[config.mk]
export PLATFORM = sky130hd
export DESIGN_NAME = star_box_writer_flat
export DESIGN_NICKNAME = d
export VERILOG_FILES = /design/src/rtl/star_box_writer_pkg.sv /design/src/rtl/star_box_writer_if.sv /design/src/rtl/star_box_writer_addr_calc.sv /design/src/rtl/star_box_writer.sv /design/src/flat_wrapper.sv
export SDC_FILE = /design/constraint.sdc
export NUM_CORES = 1
export LEC_CHECK = 0
export ABC_AREA = 1
export CORE_MARGIN = 2
export CORE_UTILIZATION = 25
export CTS_CLUSTER_DIAMETER = 200
export CTS_CLUSTER_SIZE = 14
export DETAILED_ROUTE_END_ITERATION = 16
export GPL_TIMING_DRIVEN = 0
export SETUP_SLACK_MARGIN = 0.2
export SYNTH_ARGS = -nofsm -noshare
export SYNTH_HDL_FRONTEND = slang
export SYNTH_SLANG_ARGS = --single-unit
[constraint.sdc]
create_clock -name clk -period 2.2 [get_ports clk]
set_clock_uncertainty 0.05 [all_clocks]
set_input_delay 0.33 -clock clk [delete_from_list [all_inputs] [get_ports clk]]
set_output_delay 0.33 -clock clk [all_outputs]
set_load 0.03 [all_outputs]
[src/rtl/star_box_writer_pkg.sv]
// Shared sizes, colour constant and FSM encoding for the star box writer
// and its address helper.
package star_box_writer_pkg;

  localparam int X_SZ    = 3;
  localparam int Y_SZ    = 3;
  localparam int ADDR_SZ = 6;
  localparam int COL_SZ  = 3;
  localparam int WIDTH   = 6;
  localparam int HEIGHT  = 6;

  // Black doubles as the threshold colour of the extent finder.
  localparam logic [COL_SZ-1:0] COL_BLACK = '0;

  typedef enum logic [1:0] {
    ST_IDLE = 2'd0,
    ST_SCAN = 2'd1,
    ST_DONE = 2'd2
  } state_e;

endpackage

[src/rtl/star_box_writer_if.sv]
// Request/RAM-write bundle between extent-finder control, the box writer
// and the image RAM write port.
interface star_box_writer_if;
  import star_box_writer_pkg::*;

  logic                start;
  logic                fill;
  logic [X_SZ-1:0]     left;
  logic [X_SZ-1:0]     right;
  logic [Y_SZ-1:0]     top;
  logic [Y_SZ-1:0]     bottom;
  logic [COL_SZ-1:0]   colour;
  logic [ADDR_SZ-1:0]  address;
  logic [COL_SZ-1:0]   data;
  logic                wren;
  logic                busy;
  logic                done;
  logic                err;

  modport master (
    output start, fill, left, right, top, bottom, colour,
    input  address, data, wren, busy, done, err
  );

  modport slave (
    input  start, fill, left, right, top, bottom, colour,
    output address, data, wren, busy, done, err
  );

endinterface

[src/rtl/star_box_writer_addr_calc.sv]
// Combinational pixel address: y*WIDTH + x with zero-extended operands.
module box_addr_calc
  import star_box_writer_pkg::*;
(
  input  logic [X_SZ-1:0]    i_x,
  input  logic [Y_SZ-1:0]    i_y,
  output logic [ADDR_SZ-1:0] o_addr
);

  logic [ADDR_SZ-1:0] w_x;
  logic [ADDR_SZ-1:0] w_y;

  assign w_x = ADDR_SZ'(i_x);
  assign w_y = ADDR_SZ'(i_y);

  generate
    if (WIDTH == 6) begin : g_shift_add
      // 6 = 4 + 2, so the row offset is two shifts and an add.
      assign o_addr = (w_y << 2) + (w_y << 1) + w_x;
    end else begin : g_mult
      assign o_addr = (w_y * ADDR_SZ'(WIDTH)) + w_x;
    end
  endgenerate

endmodule

[src/rtl/star_box_writer.sv]
// Writes a star's bounding box (outline or solid fill) into the image RAM,
// one pixel per clock in raster order, then pulses done.
module star_box_writer
  import star_box_writer_pkg::*;
(
  input  logic               clk,
  input  logic               resetn,
  star_box_writer_if.slave   bus
);

  state_e              r_state;
  state_e              w_next;
  logic [X_SZ-1:0]     r_left;
  logic [X_SZ-1:0]     r_right;
  logic [Y_SZ-1:0]     r_top;
  logic [Y_SZ-1:0]     r_bottom;
  logic                r_fill;
  logic [COL_SZ-1:0]   r_colour;
  logic [X_SZ-1:0]     r_x;
  logic [Y_SZ-1:0]     r_y;
  logic                r_err;

  logic                w_valid;
  logic                w_last;
  logic                w_edge;
  logic [ADDR_SZ-1:0]  w_pix_addr;
  logic [ADDR_SZ-1:0]  w_address;
  logic [COL_SZ-1:0]   w_data;
  logic                w_wren;
  logic                w_busy;
  logic                w_done;
  logic                w_err;

  box_addr_calc u_addr (
    .i_x    (r_x),
    .i_y    (r_y),
    .o_addr (w_pix_addr)
  );

  // Bounds checked here guarantee the counters can never leave the image.
  assign w_valid = (bus.left <= bus.right) && (bus.top <= bus.bottom) &&
                   (int'(bus.right) < WIDTH) && (int'(bus.bottom) < HEIGHT);
  assign w_last  = (r_x == r_right) && (r_y == r_bottom);
  assign w_edge  = r_fill || (r_x == r_left) || (r_x == r_right) ||
                   (r_y == r_top) || (r_y == r_bottom);

  // NOTE: sequential state uses non-blocking (<=) so every register samples
  // pre-edge values regardless of statement order.
  always_ff @(posedge clk) begin
    if (!resetn) r_state <= ST_IDLE;
    else         r_state <= w_next;
  end

  // NOTE: every always_comb output gets a default first so no path leaves it
  // unassigned, which would otherwise infer a latch.
  always_comb begin
    w_next    = r_state;
    w_address = '0;
    w_data    = COL_BLACK;
    w_wren    = 1'b0;
    w_busy    = 1'b0;
    w_done    = 1'b0;
    w_err     = 1'b0;
    case (r_state)
      ST_IDLE: begin
        if (bus.start) w_next = w_valid ? ST_SCAN : ST_DONE;
      end
      ST_SCAN: begin
        w_busy    = 1'b1;
        w_address = w_pix_addr;
        w_data    = r_colour;
        w_wren    = w_edge;
        if (w_last) w_next = ST_DONE;
      end
      ST_DONE: begin
        w_busy = 1'b1;
        w_done = 1'b1;
        w_err  = r_err;
        w_next = ST_IDLE;
      end
      default: w_next = ST_IDLE;
    endcase
  end

  always_ff @(posedge clk) begin
    if (!resetn) begin
      r_left   <= '0;
      r_right  <= '0;
      r_top    <= '0;
      r_bottom <= '0;
      r_fill   <= 1'b0;
      r_colour <= COL_BLACK;
      r_x      <= '0;
      r_y      <= '0;
      r_err    <= 1'b0;
    end else begin
      case (r_state)
        ST_IDLE: begin
          if (bus.start) begin
            r_left   <= bus.left;
            r_right  <= bus.right;
            r_top    <= bus.top;
            r_bottom <= bus.bottom;
            r_fill   <= bus.fill;
            r_colour <= bus.colour;
            r_x      <= bus.left;
            r_y      <= bus.top;
            r_err    <= !w_valid;
          end
        end
        ST_SCAN: begin
          if (r_x == r_right) begin
            r_x <= r_left;
            r_y <= r_y + Y_SZ'(1);
          end else begin
            r_x <= r_x + X_SZ'(1);
          end
        end
        default: ;
      endcase
    end
  end

  assign bus.address = w_address;
  assign bus.data    = w_data;
  assign bus.wren    = w_wren;
  assign bus.busy    = w_busy;
  assign bus.done    = w_done;
  assign bus.err     = w_err;

endmodule
[src/flat_wrapper.sv]
// flat-port wrapper written by rule: the top's interface ports become plain ports
module star_box_writer_flat import star_box_writer_pkg::*;
  (clk, resetn, bus_start, bus_fill, bus_left, bus_right, bus_top, bus_bottom, bus_colour, bus_address, bus_data, bus_wren, bus_busy, bus_done, bus_err);
  star_box_writer_if bus_i ();
  input  logic clk;
  input  logic resetn;
  input wire logic [$bits(bus_i.start)-1:0] bus_start;
  input wire logic [$bits(bus_i.fill)-1:0] bus_fill;
  input wire logic [$bits(bus_i.left)-1:0] bus_left;
  input wire logic [$bits(bus_i.right)-1:0] bus_right;
  input wire logic [$bits(bus_i.top)-1:0] bus_top;
  input wire logic [$bits(bus_i.bottom)-1:0] bus_bottom;
  input wire logic [$bits(bus_i.colour)-1:0] bus_colour;
  output wire logic [$bits(bus_i.address)-1:0] bus_address;
  output wire logic [$bits(bus_i.data)-1:0] bus_data;
  output wire logic [$bits(bus_i.wren)-1:0] bus_wren;
  output wire logic [$bits(bus_i.busy)-1:0] bus_busy;
  output wire logic [$bits(bus_i.done)-1:0] bus_done;
  output wire logic [$bits(bus_i.err)-1:0] bus_err;
  assign bus_i.start = bus_start;
  assign bus_i.fill = bus_fill;
  assign bus_i.left = bus_left;
  assign bus_i.right = bus_right;
  assign bus_i.top = bus_top;
  assign bus_i.bottom = bus_bottom;
  assign bus_i.colour = bus_colour;
  assign bus_address = bus_i.address;
  assign bus_data = bus_i.data;
  assign bus_wren = bus_i.wren;
  assign bus_busy = bus_i.busy;
  assign bus_done = bus_i.done;
  assign bus_err = bus_i.err;
  star_box_writer u_core (.clk(clk), .resetn(resetn), .bus(bus_i));
endmodule
==> results of run 1 <==
## registers in the layout, summed over array words and instances, names as in the netlist
name and cells:
u_core.r_bottom 3, u_core.r_colour 3, u_core.r_err 1, u_core.r_fill 1
u_core.r_left 3, u_core.r_right 3, u_core.r_state 2, u_core.r_top 3
u_core.r_x 3, u_core.r_y 3
## Yosys cell counts (3+ instances only)
library cell,count
a21oi_1,17
buf_2,5
dfxtp_1,25
ha_1,16
inv_1,36
nand2_1,39
nand2_2,4
nand3_1,10
nand4_1,3
nor2_1,26
o21ai_0,26
xnor2_1,8
## how the worst min path moves through the flow
stage / startpoint / endpoint / slack [ns] / cells past startpoint
3_5_place_dp: u_core.r_bottom[2] / u_core.r_bottom[2] / 0.42 / 2
4_1_cts: u_core.r_bottom[2] / u_core.r_bottom[2] / 0.43 / 2
3_3_place_gp: u_core.r_bottom[2] / u_core.r_bottom[2] / 0.41 / 2
5_1_grt: u_core.r_bottom[2] / u_core.r_bottom[2] / 0.46 / 2
6_report: u_core.r_right[2] / u_core.r_right[2] / 0.43 / 2
2_1_floorplan: u_core.r_right[0] / u_core.r_right[0] / 0.39 / 2
## stage by stage
stage	hold WS, ns	TNS (ns)	utilization [%]	power [mW]	instances
after detailed placement	0.417	-1.51	33.0	2.39	344
final	0.430	-0.600	36.5	3.02	357
after global routing	0.461	-0.746	36.5	3.30	357
after global placement	0.407	-1.41	33.0	2.35	344
after CTS	0.431	-0.649	35.0	2.82	352
after floorplan	0.393	0	-	1.97	236
## power groups by stage
stage / sequential (mW) / combinational, mW / clock [mW]
after floorplan: 0.763 / 1.21 / 0
after global placement: 0.810 / 1.54 / 0
after detailed placement: 0.812 / 1.58 / 0
after CTS: 0.785 / 1.75 / 0.292
after global routing: 0.819 / 2.18 / 0.302
final: 0.793 / 1.94 / 0.281
## logic make-up (layout without fill, tap and decap cells)
logic type	count (synthesis)	after routing
xor+xnor	10	10
simple gates	87	87
fa+ha+maj	18	18
flops	25	25
compound gates	51	51
buf+inv	45	89
## per-layer routing
layer,vias to the layer above,GRT usage [%]
li1,844,-
met1,707,16.8
met2,38,18.5
met3,2,2.38
met4,0,2.27
met5,-,0
## critical path, stage by stage (launching register included)
cell and delay [ns]:
dfxtp_4 0.36, fa_2 0.59, ha_4 0.14, inv_2 0.03, fa_2 0.35, xor2_2 0.16, nor2_4 0.08, buf_6 0.13
## final cells by class
type                    instances  area (um^2)  share of cell area (%)
multi-input cells             166         1110                    47.1
flip-flops and latches         25          515                    21.8
repair buffers                 40          398                    16.9
inverters                      38          150                    6.36
well taps                      77         96.3                    4.08
clock buffers                   3         41.3                    1.75
plain buffers                   7         41.3                    1.75
clock inverters                 1         5.00                   0.212
## repair_timing
item                                    in CTS  in global routing
setup buffers                                4                  5
pin swaps                                    5                  8
hold endpoints to repair                     0                  0
endpoints found under the setup margin      12                 10
gates resized for setup                     65                 18
hold buffers                                 0                  0
==> impl_metrics.ini, run 1 <==
[floorplan]
core_area_um2 = 6460
ios = 32
die_w_um = 86.2
fp.dieArea_um2 = 7430
initial_utilization_pct = 26.2
dieHeight_um = 86.2
rows = 29

[timing]
rsz0062_at_grt = yes
period_needed_ns = 2.51
fin_crit_sh_pct = 114
final_max_slew_viol_count = 0
setup_slack_ns = -0.305
worst_pin_slew_ns = 0.437
slew-limit-headroom_pct = 70.9
setup_viol = 2
fmax_mhz = 399
final_hold_viol_count = 0

[outcome]
status = finished with violations
violations = setup timing

[logic_synthesis]
syn_area_per_cell_um2 = 7.16
ys_ff_latch = 25
synth_largest_type_area_fraction_pct = 29.6
ys_top_cells_by_area = dfxtp_1 30%, ha_1 12%, nand2_1 8.7%
synth.distinct_cells = 28
syn_area_um2 = 1690
ys.flop_type = dfxtp_1
synth_top_family_by_area = simple AND/OR/NAND/NOR gates
synth_compound_area_share_pct = 16.8
synth-edff-count = 0
async_reset_ff_share_pct = 0
ys_seq_area_share_pct = 29.6
yosys.area_share.simple_pct = 23.2
syn-num-nets = 273
yosys_warnings = 0
synth_top_area_cell = dfxtp_1
synthCells = 236
synth_xor_area_share_pct = 5.63
synthMuxAreaShare_pct = 0
synthAdderAreaFrac_pct = 14.2

[clocking]
clk_path_buf_depth = 2
clock_latency_ns = 0.27
cts_buffers = 3
clockRootBuffer = clkbuf_8
ctsHtreeMaxLevel = 1
clk_pin_slew_worst_paths_ns = 0.09
cts_tree = done
cts.sinks = 25

[critical_path]
r2r-start = u_core.r_state[0]
crit_path_end_kind = output port
critPathKind = flip-flop to output port
r2r_setup_slack_ns = 0.52
setup.worst_path.start = u_core.r_y[0]
cp_data_arrival_time_ns = 2.13
crit_fanout = 2
reg2reg_to = u_core.r_fill
required_ns = 1.82
start_kind = flip-flop
reg2regPathDepth = 7
crit_end = bus_address[4]

[placement]
portBuffers = 31
place_ws_ns = -0.616
hpwl_um = 3200
dpl_cell_area_um2 = 2130
gp_congestion = 0.803

[global_route]
grt_first_pass_wirelength_um = 6980
antenna_found_initial = 0
grtUsageTotal_pct = 11.7
overflow = 0
first_global_vias = 1466
grt_max_degree = 15

[routing]
drtIter0Drc = 137
met2_length_um = 1860
final_antenna_net_count = 0
via_per_inst = 4.46
dr.pass1.iters = 4
vias = 1591
drt-met1-wl_um = 2170
wl_per_cell_um = 11.9
wl_met3_um = 200
drc = 0
routed_wl_um = 4260
highest_layer = met4

[final_layout]
final_cell_mix = 36 x nand2_1, 32 x inv_1, 26 x o21ai_0, 23 x nor2_1, 19 x dfxtp_1
diodes = 0
layout.nets = 318
final_common_cell = nand2_1
synthToLayoutAreaGrowth_pct = 39.7
n_fill_cell = 697
layout-drive-gt1-share_pct = 24.6
design_area_um2 = 2360

[power_and_ir_drop]
leakagePower_nw = 1.09
swShare_pct = 46.1
powerDensity_nw_per_um2 = 1280
clkPwrFrac_pct = 9.3
pwr-share-comb_pct = 64.4
power.switching_mw = 1.39
seqPwrFrac_pct = 26.3
vdd_drop_max_mv = 0.562
p_int_mw = 1.63

[min_path]
hp-class = flip-flop to flip-flop

[run]
maxCapViolations = 0
Power figures use the tool's default switching activity.
==> run 2: changes to the inputs <==
CORE_MARGIN = default   (was 2)
==> run 2 against run 1 <==
  * The flow finishes with violations (DRC, setup timing)
  * Worst hold slack lost 0.0035 ns
  * Highest routed layer unchanged
  * Critical path type unchanged
  * Die area fell by 4.6%
  * Largest power group unchanged
  * Cell area decreased by 2.5%
==> impl_metrics.ini, run 2 (same netlist as run 1, synthesis figures left out) <==
[outcome]
status = finished with violations
violations = DRC, setup timing

[power_and_ir_drop]
clkPwrFrac_pct = 9.9
powerDensity_nw_per_um2 = 1240
power.switching_mw = 1.32
seqPwrFrac_pct = 27.3
leakagePower_nw = 1.07
p_int_mw = 1.54
vdd_drop_max_mv = 0.562
pwr-share-comb_pct = 62.7
power_mw = 2.86
swShare_pct = 46.2

[timing]
rsz0062_at_grt = yes
setup_slack_ns = -0.271
setup_viol = 3
final_hold_viol_count = 0
fin_crit_sh_pct = 112
worst_pin_slew_ns = 0.432
fmax_mhz = 405
slew-limit-headroom_pct = 71.2
final_max_slew_viol_count = 0
period_needed_ns = 2.47
tns_ns = -0.582

[critical_path]
cp_cell_sequence = fa_2 > ha_4 > inv_2 > fa_2 > xor2_2 > nor2_4 > buf_6
path_common_cell = fa_2
required_ns = 1.82
cp_data_arrival_time_ns = 2.09
crit_path_end_kind = output port
crit_buf_inv = 2
cp_slowest_cell = fa_2
cpPeakStageDelay_ns = 0.58
critPathKind = flip-flop to output port
start_kind = flip-flop
crit_fanout = 2
critPathTopFamily = adder cells

[final_layout]
synthToLayoutAreaGrowth_pct = 36.2
layout.nets = 316
final_cell_mix = 38 x nand2_1, 33 x inv_1, 26 x o21ai_0, 24 x nor2_1, 20 x dfxtp_1
layout-drive-gt1-share_pct = 21.2
diodes = 0
final_common_cell = nand2_1

[clocking]
ctsHoldBuffers = 0
cts.sinks = 25
clk_path_buf_depth = 2
clock_latency_ns = 0.27
cts_buffers = 3
clk_pin_slew_worst_paths_ns = 0.09
ctsHtreeMaxLevel = 1
clockRootBuffer = clkbuf_8
cts_tree = done

[routing]
wl_per_cell_um = 11.9
via_per_inst = 4.55
drtIter0Drc = 80
drc = 4
routed_wl_um = 4220
final_antenna_net_count = 0
dr.pass1.iters = 10
vias = 1615

[global_route]
antenna_found_initial = 0
overflow = 0
grtUsageTotal_pct = 12.4
grt_first_pass_wirelength_um = 7060
grt_max_degree = 14
first_global_vias = 1496

[floorplan]
initial_utilization_pct = 26.3
core_area_um2 = 6420
ios = 32
die_w_um = 84.2
fp.dieArea_um2 = 7090
rows = 29
dieHeight_um = 84.2

[placement]
hpwl_um = 3160
portBuffers = 31
place_ws_ns = -0.582
gp_congestion = 0.850

[min_path]
hp-class = flip-flop to flip-flop

[run]
maxCapViolations = 0
run 2: cell count changes in the layout (fill, tap and decap cells not counted), sizes merged:
cell / before / now
clkinv: 1 / 0
clkbuf: 5 / 7
buf: 19 / 16
run 2: area by class of cell:
| type | instances | area (um^2) |
|---|---|---|
| Clock buffer | 4 | 45.0 |
| Inverter | 38 | 145 |
| Tap cell | 77 | 96.3 |
| Multi-Input combinational cell | 166 | 1090 |
| Buffer | 7 | 41.3 |
| Timing Repair Buffer | 38 | 372 |
| Sequential cell | 25 | 514 |
| Fill cell | 693 | 4120 |
run 2: worst reg2reg max path: stages, from the launching register on:
cell and delay, ns:
dfxtp_1 0.39, inv_1 0.10, ha_1 0.28, nand2_2 0.12, buf_2 0.22, buf_2 0.27
o21ai_0 0.11, nor2_1 0.12
run 2: path summary, 6_finish.rpt:
check	from	end	cells past startpoint	slack (ns)
setup / recovery	u_core.r_x[2]	bus_address[4]	7	-0.27
hold / removal	u_core.r_bottom[2]	u_core.r_bottom[2]	2	0.43
setup reg to reg	u_core.r_state[0]	u_core.r_fill	7	0.48
hold reg to reg	u_core.r_bottom[2]	u_core.r_bottom[2]	2	0.43
run 2: repair_timing:
item / 4_1_cts / 5_1_grt
cloned: 0 / 0
gates resized for setup: 66 / 5
pin swaps: 4 / 3
endpoints found under the hold margin: 0 / 0
buffers inserted: 4 / 3
endpoints found under the setup margin: 12 / 10
run 2: through the flow:
stage               std cells  utilization [%]  cell area (um^2)  hold WS, ns
floorplan                 236                -              1720        0.393
global placement          344             33.1              2130        0.405
detailed placement        344             33.1              2130        0.417
CTS                       352             35.2              2260        0.430
global route              355             35.8              2300        0.463
finish                    355             35.8              2300        0.427
run 2: routing by layer:
| layer | up-vias | part of all wire, % | wire length [um] | global-route usage, % |
|---|---|---|---|---|
| li1 | 842 | - | - | - |
| met1 | 723 | 50 | 2110 | 17.3 |
| met2 | 44 | 43 | 1810 | 19.5 |
| met3 | 6 | 5.3 | 224 | 1.67 |
| met4 | 0 | 1.6 | 67 | 4.55 |
| met5 | - | 0 | 0 | 0 |
run 2: power by group through the flow:
| stage | Clock, mW | Combinational (mW) | Sequential, mW |
|---|---|---|---|
| floorplan | 0 | 1.21 | 0.763 |
| global placement | 0 | 1.55 | 0.810 |
| detailed placement | 0 | 1.57 | 0.811 |
| CTS | 0.291 | 1.74 | 0.779 |
| global route | 0.306 | 2.02 | 0.807 |
| finish | 0.285 | 1.80 | 0.783 |
==> RTL change: new RTL, flow settings as in run 1 <==
Re-encode `state_e` (3 states) as one-hot, 3 bits wide.
--- a/src/rtl/star_box_writer_pkg.sv
+++ b/src/rtl/star_box_writer_pkg.sv
@@ -12,10 +12,10 @@
   // Black doubles as the threshold colour of the extent finder.
   localparam logic [COL_SZ-1:0] COL_BLACK = '0;
 
-  typedef enum logic [1:0] {
-    ST_IDLE = 2'd0,
-    ST_SCAN = 2'd1,
-    ST_DONE = 2'd2
+  typedef enum logic [2:0] {
+    ST_IDLE = 3'b001,
+    ST_SCAN = 3'b010,
+    ST_DONE = 3'b100
   } state_e;
 
 endpackage
Check against the original RTL: same outputs for any inputs over 10 cycles, from zero or initial values and one cycle with resetn low; not proved beyond that.
==> RTL change against run 1 <==
  * Sequential cell count increased by 1
  * The flow still finishes with violations (setup timing)
  * Worst setup slack gained 0.024 ns
  * Synthesized area is 2.9% higher
  * Global-route usage is 0.50 points lower
  * Final area is 0.79% lower
  * Routed wire length fell by 1.3%
Power is not compared: it rests on default switching activity, and its combinational part moved more than twofold at a synthesized area within 25%.
==> RTL change: results (changes against run 1) <==
[place]
dp_slack_ns=-0.6007  ; was -0.6161 ns
placed_cell_area_um2=2181  ; was 2128 um^2
gp_congestion=0.8087  ; was 0.8031
port-buffer-count=30  ; was 31
post-dp-hpwl_um=3287  ; was 3199 um
dp.cells=348  ; was 344

[yosys]
synth_cells=238  ; was 236
synth.top_cells.by_area=dfxtp_1 (30%), nand2_1 (9.7%), ha_1 (9.4%)  ; was dfxtp_1 (30%), ha_1 (12%), nand2_1 (8.7%)
ys_types=32  ; was 28
synthArstFlopShare=0  ; unchanged
syn_nets=272  ; was 273
yosysSeqAreaShare=0.2995  ; was 0.2963
synth.top_cells.by_count=nand2_1 (45), inv_1 (34), dfxtp_1 (26), nor2_1 (25), a21oi_1 (21)  ; was nand2_1 (39), inv_1 (36), nor2_1 (26), o21ai_0 (26), dfxtp_1 (25)

[global_routing]
grt_first_pass_wirelength_um=6672  ; was 6975 um
grt_max_degree=15  ; unchanged
grt_util_all_layers=0.1124  ; was 0.1175
grt_pass1_vias=1430  ; was 1466

[drt]
drt-total-wl_um=4202  ; was 4256 um
vias=1585  ; was 1591
drt-initial-drc-count=87  ; was 137
post_drt_wl_per_cell_um=11.64  ; was 11.92 um

[critical_path]
crit-reg2reg-capture=u_core.r_state[2]$_SDFFE_PN0P_  ; was u_core.r_fill$_SDFFE_PN0P_
endpoint=bus_address[4]  ; unchanged
reg2regPathDepth=10  ; was 7
regToRegSetupSlack_ns=0.58  ; was 0.52 ns
arrival_ns=2.10  ; was 2.13 ns
crit_start=u_core.r_x[2]$_SDFFE_PN0P_  ; was u_core.r_y[0]$_SDFFE_PN0P_

[layout]
drive_above_1_share=0.2349  ; was 0.2464
fill_cells=758  ; was 697
layout.nets=316  ; was 318
antenna-diode-count=0  ; unchanged

[sta]
setup_viol=3  ; was 2
tightest_slew_ns=0.3024  ; was 0.4370 ns
fin_ws_ns=-0.2815  ; was -0.3052 ns
slew_violations=0  ; unchanged
tns_ns=-0.6207  ; was -0.6000 ns

[worst_hold_path]
min-delay-path-class=in2reg  ; was reg2reg

[run_status]
status=finished with violations  ; unchanged
violations=setup timing  ; unchanged

[cts]
cts_max_path_buffers=2  ; unchanged
htreeDepth=1  ; unchanged

==> RTL change: cell types whose count changed after synthesis, moves of 2 or more <==
cell,before,now
buf_2,5,1
a21oi_1,17,21
ha_1,16,13
buf_6,0,2
o21ai_2,0,3
clkbuf_1,2,0
o21ai_0,26,13
nand2_4,2,0
inv_1,36,34
xor2_1,1,3
nand2_1,39,45
==> RTL change: repair_timing <==
item	4_1_cts	5_1_grt
pin swaps	6	5
endpoints found under the setup margin	12	9
buffers inserted	4	5
gates resized for setup	54	10
==> RTL change: layout make-up <==
type / instances / area (um^2) / share of cell area
multi-input cells: 169 / 1082 / 0.4623
flip-flops and latches: 26 / 530.5 / 0.2266
repair buffers: 39 / 370.4 / 0.1582
inverters: 37 / 140.1 / 0.05986
well taps: 80 / 100.1 / 0.04276
plain buffers: 6 / 62.56 / 0.02672
clock buffers: 4 / 55.05 / 0.02352
==> RTL change: layer usage <==
| layer | wire length (um) | GRT usage |
|---|---|---|
| met1 | 2081 | 0.1575 |
| met3 | 227 | 0.02180 |
| met5 | 0 | 0 |
| met2 | 1853 | 0.1784 |
| met4 | 39 | 0.02517 |
==> RTL change: how the worst min path moves through the flow <==
stage	startpoint	end	slack, ns	depth (start not counted)
6_report	resetn	u_core.r_top[2]$_SDFFE_PN0P_	0.37	3
4_1_cts	resetn	u_core.r_top[2]$_SDFFE_PN0P_	0.36	3
2_1_floorplan	u_core.r_fill$_SDFFE_PN0P_	u_core.r_fill$_SDFFE_PN0P_	0.38	2
5_1_grt	resetn	u_core.r_top[2]$_SDFFE_PN0P_	0.40	3
3_5_place_dp	u_core.r_colour[1]$_SDFFE_PN0P_	u_core.r_colour[1]$_SDFFE_PN0P_	0.40	2
3_3_place_gp	u_core.r_colour[1]$_SDFFE_PN0P_	u_core.r_colour[1]$_SDFFE_PN0P_	0.39	2
==> RTL change: critical path, cell delays in order, from the launching register on <==
cell and delay (ns):
dfxtp_2 0.34, fa_1 0.59, ha_4 0.15, inv_2 0.03, fa_2 0.35, xor2_2 0.17
nor2_4 0.08, buf_6 0.13
==> RTL change: power breakdown <==
part	total, mW	switching, mW	internal (mW)
registers	0.581	0.0507	0.531
clock network	0.317	0.157	0.160
logic	0.554	0.302	0.252
total	1.45	0.509	0.943
==> RTL change: logic make-up (layout without fill, tap and decap cells) <==
| group | Yosys count | in the layout | synth area share |
|---|---|---|---|
| AND/OR/NAND/NOR | 98 | 98 | 0.2685 |
| flip-flops | 26 | 26 | 0.2995 |
| adder cells (fa/ha/maj) | 15 | 15 | 0.1166 |
| buffers and inverters | 43 | 86 | 0.1101 |
| XOR/XNOR | 13 | 13 | 0.06984 |
| AO/OA/AOI/OAI | 43 | 43 | 0.1354 |
